File: config.mk
export PLATFORM = sky130hd
export DESIGN_NAME = cache_req_arbiter
export DESIGN_NICKNAME = d
export VERILOG_FILES = /design/src/rtl/cache_req_arbiter.sv
export SDC_FILE = /design/constraint.sdc
export NUM_CORES = 1
export LEC_CHECK = 0
export CORE_AREA = 2 2 129 131
export CTS_CLUSTER_DIAMETER = 30
export DETAILED_ROUTE_END_ITERATION = 10
export DIE_AREA = 0 0 131 133
export GPL_TIMING_DRIVEN = 0
export PLACE_DENSITY = 0.8
export SYNTH_ARGS = -nofsm -noshare
export SYNTH_HDL_FRONTEND = slang
export SYNTH_SLANG_ARGS = --single-unit
File: constraint.sdc
create_clock -name CLK -period 1.74 [get_ports CLK]
set_input_delay 0.261 -clock CLK [delete_from_list [all_inputs] [get_ports CLK]]
set_output_delay 0.261 -clock CLK [all_outputs]
set_load 0.005 [all_outputs]
File: src/rtl/cache_req_arbiter.sv
// cache_req_arbiter: round-robin arbiter sharing one cache port between requesters, with a stall watchdog
module cache_req_arbiter #(
  parameter int REQ_COUNT = 4,
  parameter int ADDR_W    = 16,
  parameter int DATA_W    = 32,
  parameter int TIMEOUT   = 64
) (
  input  logic                        CLK,
  input  logic                        RST_N,
  input  logic [REQ_COUNT-1:0]        IN_REQ,
  input  logic [REQ_COUNT-1:0]        IN_WE,
  input  logic [REQ_COUNT*ADDR_W-1:0] IN_ADDR,
  input  logic [REQ_COUNT*DATA_W-1:0] IN_WDATA,
  output logic [REQ_COUNT-1:0]        OUT_ACK,
  output logic [REQ_COUNT-1:0]        OUT_ERR,
  output logic [REQ_COUNT-1:0]        OUT_GRANT,
  output logic [DATA_W-1:0]           OUT_RDATA,
  output logic                        CACHE_REQ,
  output logic                        CACHE_WE,
  output logic [ADDR_W-1:0]           CACHE_ADDR,
  output logic [DATA_W-1:0]           CACHE_WDATA,
  input  logic                        CACHE_ACK,
  input  logic [DATA_W-1:0]           CACHE_RDATA
);
  localparam int PW = $clog2(REQ_COUNT);
  localparam int CW = (TIMEOUT > 0) ? $clog2(TIMEOUT + 1) : 1;
  localparam logic [1:0] IDLE = 2'd0;
  localparam logic [1:0] BUSY = 2'd1;
  localparam logic [1:0] DONE = 2'd2;

  logic [1:0]           state_q, state_d;
  logic [PW-1:0]        ptr_q, ptr_d;
  logic [PW-1:0]        gidx_q, gidx_d;
  logic [CW-1:0]        cnt_q, cnt_d;
  logic [REQ_COUNT-1:0] grant_q, grant_d;
  logic [REQ_COUNT-1:0] ack_q, ack_d;
  logic [REQ_COUNT-1:0] err_q, err_d;
  logic [DATA_W-1:0]    rdata_q, rdata_d;
  logic                 req_q, req_d;
  logic                 we_q, we_d;
  logic [ADDR_W-1:0]    addr_q, addr_d;
  logic [DATA_W-1:0]    wdata_q, wdata_d;
  logic [PW-1:0]        win;
  logic                 any;
  logic                 tmo;

  // Scan from PTR downwards in reverse so the last hit is the first set bit in priority order
  always_comb begin
    win = '0;
    any = 1'b0;
    for (int i = REQ_COUNT - 1; i >= 0; i--) begin
      if (IN_REQ[(int'(ptr_q) + i) % REQ_COUNT]) begin
        win = PW'((int'(ptr_q) + i) % REQ_COUNT);
        any = 1'b1;
      end
    end
  end

  assign tmo = (TIMEOUT != 0) && (cnt_q == CW'(TIMEOUT - 1));

  // Next-state: grant in IDLE, complete or abort in BUSY, clear everything leaving DONE
  always_comb begin
    state_d = state_q;
    ptr_d   = ptr_q;
    gidx_d  = gidx_q;
    cnt_d   = cnt_q;
    grant_d = grant_q;
    ack_d   = ack_q;
    err_d   = err_q;
    rdata_d = rdata_q;
    req_d   = req_q;
    we_d    = we_q;
    addr_d  = addr_q;
    wdata_d = wdata_q;
    if (state_q == IDLE && any) begin
      state_d = BUSY;
      gidx_d  = win;
      cnt_d   = '0;
      grant_d = {{(REQ_COUNT-1){1'b0}}, 1'b1} << win;
      req_d   = 1'b1;
      we_d    = IN_WE[win];
      addr_d  = IN_ADDR[int'(win)*ADDR_W +: ADDR_W];
      wdata_d = IN_WDATA[int'(win)*DATA_W +: DATA_W];
    end else if (state_q == BUSY && (CACHE_ACK || tmo)) begin
      state_d = DONE;
      req_d   = 1'b0;
      ack_d   = grant_q;
      err_d   = CACHE_ACK ? '0 : grant_q;
      rdata_d = CACHE_ACK ? CACHE_RDATA : '0;
      ptr_d   = (gidx_q == PW'(REQ_COUNT - 1)) ? '0 : gidx_q + 1'b1;
    end else if (state_q == BUSY) begin
      cnt_d   = (TIMEOUT != 0) ? cnt_q + 1'b1 : cnt_q;
    end else if (state_q == DONE) begin
      state_d = IDLE;
      grant_d = '0;
      ack_d   = '0;
      err_d   = '0;
      rdata_d = '0;
      we_d    = 1'b0;
      addr_d  = '0;
      wdata_d = '0;
    end
  end

  // State registers; reset drops any in-flight transaction immediately
  always_ff @(posedge CLK or negedge RST_N) begin
    if (!RST_N) begin
      state_q <= IDLE;
      ptr_q   <= '0;
      gidx_q  <= '0;
      cnt_q   <= '0;
      grant_q <= '0;
      ack_q   <= '0;
      err_q   <= '0;
      rdata_q <= '0;
      req_q   <= 1'b0;
      we_q    <= 1'b0;
      addr_q  <= '0;
      wdata_q <= '0;
    end else begin
      state_q <= state_d;
      ptr_q   <= ptr_d;
      gidx_q  <= gidx_d;
      cnt_q   <= cnt_d;
      grant_q <= grant_d;
      ack_q   <= ack_d;
      err_q   <= err_d;
      rdata_q <= rdata_d;
      req_q   <= req_d;
      we_q    <= we_d;
      addr_q  <= addr_d;
      wdata_q <= wdata_d;
    end
  end

  assign OUT_ACK     = ack_q;
  assign OUT_ERR     = err_q;
  assign OUT_GRANT   = grant_q;
  assign OUT_RDATA   = rdata_q;
  assign CACHE_REQ   = req_q;
  assign CACHE_WE    = we_q;
  assign CACHE_ADDR  = addr_q;
  assign CACHE_WDATA = wdata_q;
endmodule

==> metrics.md, run 1 <==
| Metric | Value |
|---|---|
| Worst Hold Class | in2reg |
| CTS sink count | 107 |
| Crit path launch | ptr_q[1] |
| Clk buf depth | 2 |
| Initial DRT Pass Iterations | 8 |
| Share of cells above drive strength 1 | 14.0% |
| Placed cells | 987 |
| Async S/R FF share, synth | 100% |
| Area share of the leading cell type in the synthesized netlist | 54.5% |
| Final period utilization | 108% |
| TritonCTS clock tree | built |
| DRT Wirelength | 20500 µm |
| Avg Vias per Cell | 5.28 |
| Final WS setup | -0.141 ns |
| Max Fclk | 0.532 GHz |
| Worst Tran Pin Value | 0.735 ns |
| Fin util | 57.8% |
| Failing checks | negative setup slack |
| Data arrival, critical path | 2.10 ns |
| Synth cell count leaders | dfrtp_1 (107), a222oi_1 (48), a22oi_1 (48), o21ai_0 (47), a22o_1 (34) |
| Global-route wire length before repair | 30000 µm |
| Dpl hpwl | 15100 µm |
| Min-Delay Endpoint | gidx_q[1] |
| Final RePlAce weighted congestion | 0.846 |
| CP Max Fanout | 5 |
| Seq/Total Area, Yosys | 54.5% |
| Synthesized cell area | 4920 µm² |
| Max-slew violation count | 0 |
| Grt total ovfl | 0 |
| RR Endpoint | CACHE_ADDR[5] |
| DRC viols | 0 |
| Die Y | 133 µm |
| Synth Flop Type | dfrtp_1 |
| Status | complete, but fails checks |
| Die area | 17400 µm² |
| Routed via count | 5440 |
| Worst Reg-to-Reg Cells | 7 |
| Worst setup EP type | flop |
| Worst skew pair latency | 0.34 ns |
| Die W | 131 µm |
| Gate Count Post-Synth | 440 |
| Largest net degree at the start of global routing | 56 |
| Final ANT Viol Nets | 0 |
| Routed length per placed instance | 19.9 µm |
| Final hold vios | 0 |
| Max VDD drop | 0.622 mV |
| Syn. warnings | 0 |
| Max-capacitance violation count | 0 |
| Design Area, Final | 9350 µm² |
| Initial Utilization | 30.4% |
| Initial antenna violation count | 0 |
| Syn avg cell area | 11.2 µm² |
| Final #Nets | 1042 |
| I/O Buffers | 326 |
| Dpl ws | -1.19 ns |
| Synth Register Bits | 107 |
| Slew HR | 51.0% |
| Count leader, synth | dfrtp_1 |
| Largest area contributor in the netlist | dfrtp_1 |
| EDFF count, synth | 0 |
| Min-Delay Startpoint | IN_REQ[3] |
| Worst EP required | 1.96 ns |
| I/O pin total | 329 |
| Clock slew at reported path FFs | 0.08 ns |
| # H-tree levels | 3 |
| Area of placed instances | 8490 µm² |
| Yosys cell types | 45 |
| Clk root buf | clkbuf_16 |
| Net count after synthesis | 677 |
| Area grow syn2layout | 90.1% |
| Hold Path Depth | 3 |
| Row count | 47 |
| PD cells | 1440 nW/µm² |
| Total Routing Usage GR | 22.3% |
| Setup Skew | 0.00672 ns |
| Hold slack | 0.308 ns |
| Area contributors post-synth | dfrtp_1 (54%), a222oi_1 (9.8%), a22oi_1 (7.3%), a22o_1 (6.1%), o21ai_0 (4.8%) |
| Leakage | 3.82 nW |
| CP Class | reg2reg |
| Startpoint types | flop |
| Vias in the first global route | 5627 |
| Worst R2R Setup Slack | -0.14 ns |
| Final critical-path required period | 1.88 ns |
| Core area | 16200 µm² |
| Final Non-Filler Cells | 1031 |
| Setup violations, final | 64 |
| 1st-iter DRT viols | 382 |
| Reg-to-Reg Start | ptr_q[1] |
| RSZ-0062 raised after global routing | yes |
| CTS buffer count | 9 |
[registers in the layout, indices dropped and copies added, names as in the netlist]
signal	count
CACHE_WDATA	32
OUT_RDATA	32
CACHE_ADDR	16
cnt_q	7
OUT_ACK	4
OUT_ERR	4
OUT_GRANT	4
gidx_q	2
ptr_q	2
state_q	2
CACHE_REQ	1
CACHE_WE	1
[power by group]
part           total (mW)  switching, mW  internal (mW)  leakage, nW
clock                2.31          0.985           1.32        0.166
sequential           4.18          0.675           3.51         1.40
combinational        6.96           2.94           4.02         2.25
[kinds of logic (layout without fill, tap and decap cells)]
group	after synthesis	count (layout)	synth area share (%)
flip-flops	107	107	54.5
AO/OA/AOI/OAI	221	221	33.7
multiplexers	2	2	0.458
buffers and inverters	51	421	4.86
XOR/XNOR	3	3	0.534
other	0	1	0
AND/OR/NAND/NOR	54	54	5.45
adder cells (fa/ha/maj)	2	2	0.509
[worst max path at each step]
stage          slack [ns]  cells past startpoint              end
2_1_floorplan       -0.01                      6         cnt_q[5]
3_3_place_gp        -3.79                      1  CACHE_WDATA[31]
3_5_place_dp        -1.19                      6  CACHE_WDATA[24]
4_1_cts             -0.14                      6         CACHE_WE
5_1_grt             -0.19                      7  CACHE_WDATA[23]
6_report            -0.14                      7    CACHE_ADDR[5]
[area by class of cell]
type / count / area [µm²]
diodes: 1 / 2.50
plain buffers: 43 / 330
clock buffers: 10 / 239
clock inverters: 6 / 96.3
fillers: 1401 / 6820
inverters: 6 / 22.5
multi-input cells: 282 / 2130
flip-flops and latches: 107 / 2680
well taps: 220 / 275
repair buffers: 356 / 3570
[layout by cell type (no fill, tap or decap), types with 3 or more instances in the layout]
cell type	n
o21ai_1	45
inv_1	5
a21oi_4	3
buf_6	9
buf_2	9
buf_4	26
xor2_1	3
o21ai_0	19
a222oi_1	48
clkbuf_16	11
a21o_1	3
nand3b_1	4
a22oi_1	48
clkbuf_4	3
dfrtp_1	106
clkbuf_2	13
nand3_1	3
nand2_1	20
a22o_1	34
nor2_1	10
clkdlybuf4s50_1	323
a21oi_1	5
buf_8	6
[critical path, stage by stage, from the launching register on]
cell	delay (ns)
dfrtp_1	0.42
buf_6	0.15
a221oi_4	0.33
nor4_4	0.07
buf_4	0.18
clkbuf_4	0.17
a222oi_1	0.33
o21ai_1	0.11
[what timing repair did]
action                     4_1_cts  5_1_grt
setup endpoints to repair      104       93
hold buffers                     1        0
resized for setup               76       39
buffers inserted                14        8
hold endpoints to repair        48        0
pin swaps                       18       75
gates cloned                     2        4
[per-stage QoR]
stage | setup TNS, ns | power, mW
5_1_grt | -9.15 | 14.2
4_1_cts | -4.50 | 13.1
3_5_place_dp | -76.06 | 10.2
2_1_floorplan | -0.0123 | 6.75
3_3_place_gp | -480.96 | 10.0
6_report | -3.70 | 13.5
[routing by layer]
metal,vias to the layer above,track usage (%),wire length (µm)
li1,2509,-,-
met5,-,0,0
met3,27,5.54,1600
met4,0,7.03,352
met1,2639,27.5,8140
met2,265,38.1,10400
Power figures use the tool's default switching activity.
==> run 2, diff against run 1 <==
==> config.mk (replaced) <==
export PLATFORM = sky130hd
export DESIGN_NAME = cache_req_arbiter
export DESIGN_NICKNAME = d
export VERILOG_FILES = /design/src/rtl/cache_req_arbiter.sv
export SDC_FILE = /design/constraint.sdc
export NUM_CORES = 1
export LEC_CHECK = 0
export CORE_MARGIN = 3
export CORE_UTILIZATION = 33
export CTS_CLUSTER_DIAMETER = 30
export DETAILED_ROUTE_END_ITERATION = 10
export GPL_TIMING_DRIVEN = 0
export PLACE_DENSITY = 0.78
export SYNTH_ARGS = -nofsm -noshare
export SYNTH_HDL_FRONTEND = slang
export SYNTH_SLANG_ARGS = --single-unit
==> metrics.md, run 2 (synthesis results as in run 1) <==
| Metric | Value |
|---|---|
| Most common cell after layout, fill and taps aside | clkdlybuf4s50_1 |
| Worst skew pair latency | 0.35 ns |
| Global-route wire length before repair | 31100 µm |
| Slew HR | 53.7% |
| I/O pin total | 329 |
| Max-capacitance violation count | 0 |
| Routed via count | 5495 |
| Clock slew at reported path FFs | 0.07 ns |
| Initial Utilization | 34.6% |
| Die area | 16400 µm² |
| Initial antenna violation count | 1 |
| Leakage | 3.71 nW |
| TritonCTS clock tree | built |
| RSZ-0062 raised after global routing | yes |
| DRC viols | 0 |
| CTS sink count | 107 |
| Area grow syn2layout | 86.0% |
| Routed length per placed instance | 21.2 µm |
| # H-tree levels | 3 |
| Setup Skew | 0.00785 ns |
| CTS buffer count | 9 |
| Clk root buf | clkbuf_16 |
| Crit path max-delay family | simple AND/OR/NAND/NOR gates |
| Setup TNS | -0.534 ns |
| Data arrival, critical path | 2.06 ns |
| I/O Buffers | 326 |
| Total Routing Usage GR | 24.4% |
| Overall Power | 12.9 mW |
| Share of cells above drive strength 1 | 13.0% |
| CP Cell Sequence | dlygate4sd2_1 > or4_4 > nand2_2 > a21oi_4 > buf_6 > buf_6 > a222oi_1 > o21ai_1 |
| Final ANT Viol Nets | 0 |
| Row count | 43 |
| Most used cells in the layout excluding fill and tap cells | clkdlybuf4s50_1 (323), dfrtp_1 (106), o21ai_1 (53) |
| Antenna diode count | 0 |
| Startpoint types | input port |
| Die W | 128 µm |
| Worst setup EP type | flop |
| Final RePlAce weighted congestion | 0.879 |
| PD cells | 1410 nW/µm² |
| Max VDD drop | 0.626 mV |
| CP Max Fanout | 10 |
| Core area | 14200 µm² |
| WP buf/inv | 3 |
| Max Fclk | 0.542 GHz |
| Cell mode on critical path | buf_6 |
| Max-slew violation count | 0 |
| CP Class | in2reg |
| Slowest stage delay, CP | 0.56 ns |
| DRT Wirelength | 20800 µm |
| Dpl hpwl | 15800 µm |
| Final critical-path required period | 1.84 ns |
| Clk buf depth | 2 |
| Worst EP required | 1.96 ns |
| Worst Tran Pin Value | 0.695 ns |
| Final WS setup | -0.104 ns |
| Final period utilization | 106% |
| Failing checks | negative setup slack |
| 1st-iter DRT viols | 583 |
| Setup violations, final | 28 |
| Initial DRT Pass Iterations | 6 |
| Grt total ovfl | 0 |
| Final #Nets | 1033 |
| Avg Vias per Cell | 5.61 |
| Worst Hold Class | in2reg |
| Die Y | 128 µm |
| Final hold vios | 0 |
| Largest net degree at the start of global routing | 56 |
| Worst path slowest cell | or4_4 |
| Vias in the first global route | 5686 |
| Status | complete, but fails checks |
==> run 2: final cells by class <==
class / count / area [µm²]
Fill cell: 1134 / 5060
Clock buffer: 10 / 239
Multi-Input combinational cell: 282 / 2130
Sequential cell: 107 / 2680
Timing Repair Buffer: 346 / 3470
Tap cell: 180 / 225
Inverter: 6 / 22.5
Clock inverter: 5 / 38.8
Buffer: 44 / 334
==> run 2: final timing paths <==
check,start,end,slack [ns],cells past startpoint
hold / removal,IN_REQ[3],gidx_q[1],0.30,3
setup / recovery,IN_REQ[0],CACHE_WDATA[13],-0.10,8
hold reg to reg,OUT_RDATA[28],OUT_RDATA[28],0.50,1
min in group asynchronous,RST_N,OUT_ERR[1],0.49,2
setup reg to reg,ptr_q[0],CACHE_WDATA[13],-0.09,6
max in group asynchronous,RST_N,CACHE_WDATA[29],0.55,3
==> run 2: timing repair <==
action | CTS | global route
buffers inserted | 9 | 6
endpoints found under the setup margin | 104 | 94
endpoints found under the hold margin | 52 | 0
hold buffers | 1 | 0
cloned | 4 | 0
pin swaps | 36 | 23
resized for setup | 91 | 36
==> run 2: worst register-to-register path: cells and delay by family, from the launching register on <==
family          cells  cell delay [ns]
compound gates      3             0.80
buf+inv             1             0.18
flops               1             0.42
simple gates        2             0.29
==> run 2: stage by stage <==
stage	worst slack (ns)	utilization, %	std cells	instance area (µm²)	hold WS, ns
floorplan	-0.0123	-	440	4930	-0.0346
global placement	-3.63	59.3	946	8420	0.484
detailed placement	-1.01	59.5	947	8440	0.346
CTS	-0.0676	63.6	975	9030	0.267
global route	-0.209	64.4	980	9150	0.300
finish	-0.104	64.4	980	9150	0.297
==> run 2: per-layer routing <==
layer / vias up / track usage, % / part of all wire [%]
met3: 59 / 8.04 / 8.8
met1: 2656 / 28.1 / 37
li1: 2484 / - / -
met5: - / 0 / 0.034
met2: 294 / 42.1 / 51
met4: 2 / 9.30 / 3.3
==> run 2: report_power, final <==
| part | switching (mW) | total [mW] | internal, mW | leakage, nW |
|---|---|---|---|---|
| logic | 2.86 | 6.73 | 3.87 | 2.19 |
| clock network | 0.954 | 1.96 | 1.01 | 0.123 |
| registers | 0.699 | 4.21 | 3.51 | 1.40 |
| total | 4.51 | 12.9 | 8.39 | 3.71 |
==> run 3, diff against run 2 <==
--- a/config.mk
+++ b/config.mk
@@ -11,6 +11,7 @@
 export DETAILED_ROUTE_END_ITERATION = 10
 export GPL_TIMING_DRIVEN = 0
 export PLACE_DENSITY = 0.78
+export REMOVE_ABC_BUFFERS = 1
 export SYNTH_ARGS = -nofsm -noshare
 export SYNTH_HDL_FRONTEND = slang
 export SYNTH_SLANG_ARGS = --single-unit
==> metrics.md, run 3 (synthesis results as in run 1) <==
| Metric | Value |
|---|---|
| Status | complete, but fails checks |
| Max VDD drop | 0.601 mV |
| Overall Power | 14.1 mW |
| WP buf/inv | 2 |
| Die area | 16400 µm² |
| Max-capacitance violation count | 0 |
| Worst skew pair latency | 0.36 ns |
| Die Y | 128 µm |
| Max-slew violation count | 0 |
| Worst path slowest cell | dfrtp_2 |
| Die W | 128 µm |
| I/O pin total | 329 |
| DRT Wirelength | 24200 µm |
| Placed cells | 914 |
| Total Routing Usage GR | 27.7% |
| # H-tree levels | 3 |
| Final RePlAce weighted congestion | 0.906 |
| Slowest stage delay, CP | 0.45 ns |
| Failing checks | negative setup slack |
| Leakage | 3.85 nW |
| Most common cell after layout, fill and taps aside | clkdlybuf4s50_1 |
| Cell mode on critical path | buf_6 |
| Share of cells above drive strength 1 | 15.2% |
| Initial DRT Pass Iterations | 7 |
| Setup violations, final | 59 |
| Final ANT Viol Nets | 0 |
| Routed via count | 5775 |
| Core area | 14200 µm² |
| CP Cell Sequence | nand2b_4 > a221oi_4 > nor4_4 > buf_6 > buf_6 > a222oi_1 > o21ai_1 |
| Net Sw Power | 5.03 mW |
| CTS buffer count | 9 |
| Row count | 43 |
| CTS sink count | 107 |
| Gate power share | 53.7% |
| I/O Buffers | 328 |
| Dpl ws | -1.69 ns |
| RSZ-0062 raised after global routing | yes |
| DRC viols | 0 |
| PD cells | 1480 nW/µm² |
| 1st-iter DRT viols | 652 |
| Final Non-Filler Cells | 985 |
| Crit path max-delay family | compound AO/OA/AOI/OAI gates |
| Most used cells in the layout excluding fill and tap cells | clkdlybuf4s50_1 (323), dfrtp_1 (104), o21ai_1 (50) |
| CP Class | reg2reg |
| Internal Power | 9.10 mW |
| Slew HR | 47.8% |
| TritonCTS clock tree | built |
| Clock slew at reported path FFs | 0.07 ns |
| Worst Tran Pin Value | 0.783 ns |
| Setup Skew | 0.0109 ns |
| Vias in the first global route | 6089 |
| Register share of total power | 30.0% |
| Worst EP required | 1.96 ns |
| Largest net degree at the start of global routing | 55 |
| Design Area, Final | 9580 µm² |
| Worst setup EP type | flop |
| Clk buf depth | 2 |
| Antenna diode count | 0 |
| Grt total ovfl | 0 |
| Final hold vios | 0 |
| CP Max Fanout | 7 |
| Switching Share | 35.6% |
| Area grow syn2layout | 94.8% |
| Final #Nets | 1037 |
| Startpoint types | flop |
| Clk root buf | clkbuf_16 |
| Dpl hpwl | 15600 µm |
| Max Fclk | 0.516 GHz |
| Area of placed instances | 8420 µm² |
| Initial Utilization | 34.6% |
| Avg Vias per Cell | 5.86 |
| Worst Hold Class | in2reg |
| Routed length per placed instance | 24.6 µm |
| Setup TNS | -6.93 ns |
| Final period utilization | 111% |
| Fin util | 67.4% |
| Initial antenna violation count | 1 |
| Final critical-path required period | 1.94 ns |
| Clock share of power | 16.3% |
| Data arrival, critical path | 2.16 ns |
| Final WS setup | -0.196 ns |
| Global-route wire length before repair | 34600 µm |
| Hold slack | 0.498 ns |
[run 3: cell type report]
class                           instances  area, µm²
Clock inverter                          6       96.3
Timing Repair Buffer                  388       4060
Tap cell                              180        225
Multi-Input combinational cell        288       2250
Sequential cell                       107       2680
Inverter                                6       28.8
Clock buffer                           10        239
Fill cell                            1032       4630
[run 3: per-layer routing]
metal	GRT usage (%)	up-vias	wire, µm
met5	0	-	13
met4	13.4	2	972
met3	8.75	71	2350
met2	47.8	385	12300
met1	31.0	2812	8520
li1	-	2505	-
[run 3: worst paths after layout]
path,from,to,slack [ns],depth (start not counted)
hold / removal,IN_ADDR[41],CACHE_ADDR[9],0.50,3
hold reg to reg,OUT_RDATA[22],OUT_RDATA[22],0.51,1
min in group asynchronous,RST_N,OUT_RDATA[15],0.52,2
max in group asynchronous,RST_N,ptr_q[1],0.49,3
setup / recovery,ptr_q[0],CACHE_WDATA[28],-0.20,7
setup reg to reg,ptr_q[0],CACHE_WDATA[28],-0.20,7
[run 3: power by group through the flow]
stage,clock [mW],combinational [mW],sequential [mW]
floorplan,0,2.29,4.20
global placement,0,5.53,4.19
detailed placement,0,5.88,4.26
CTS,2.35,7.37,4.19
global route,2.43,8.09,4.33
finish,2.30,7.60,4.24
[run 3: worst register-to-register path, cell delays in order, from the launching register on]
cell      delay, ns
dfrtp_2        0.45
nand2b_4       0.17
a221oi_4       0.32
nor4_4         0.10
buf_6          0.17
buf_6          0.15
a222oi_1       0.33
o21ai_1        0.12
[run 3: timing repair]
item / CTS / global route
hold endpoints to repair: 53 / 0
hold buffers: 1 / 0
pin swaps: 59 / 24
gates cloned: 11 / 3
buffers inserted: 32 / 9
endpoints found under the setup margin: 106 / 95
gates resized for setup: 86 / 25
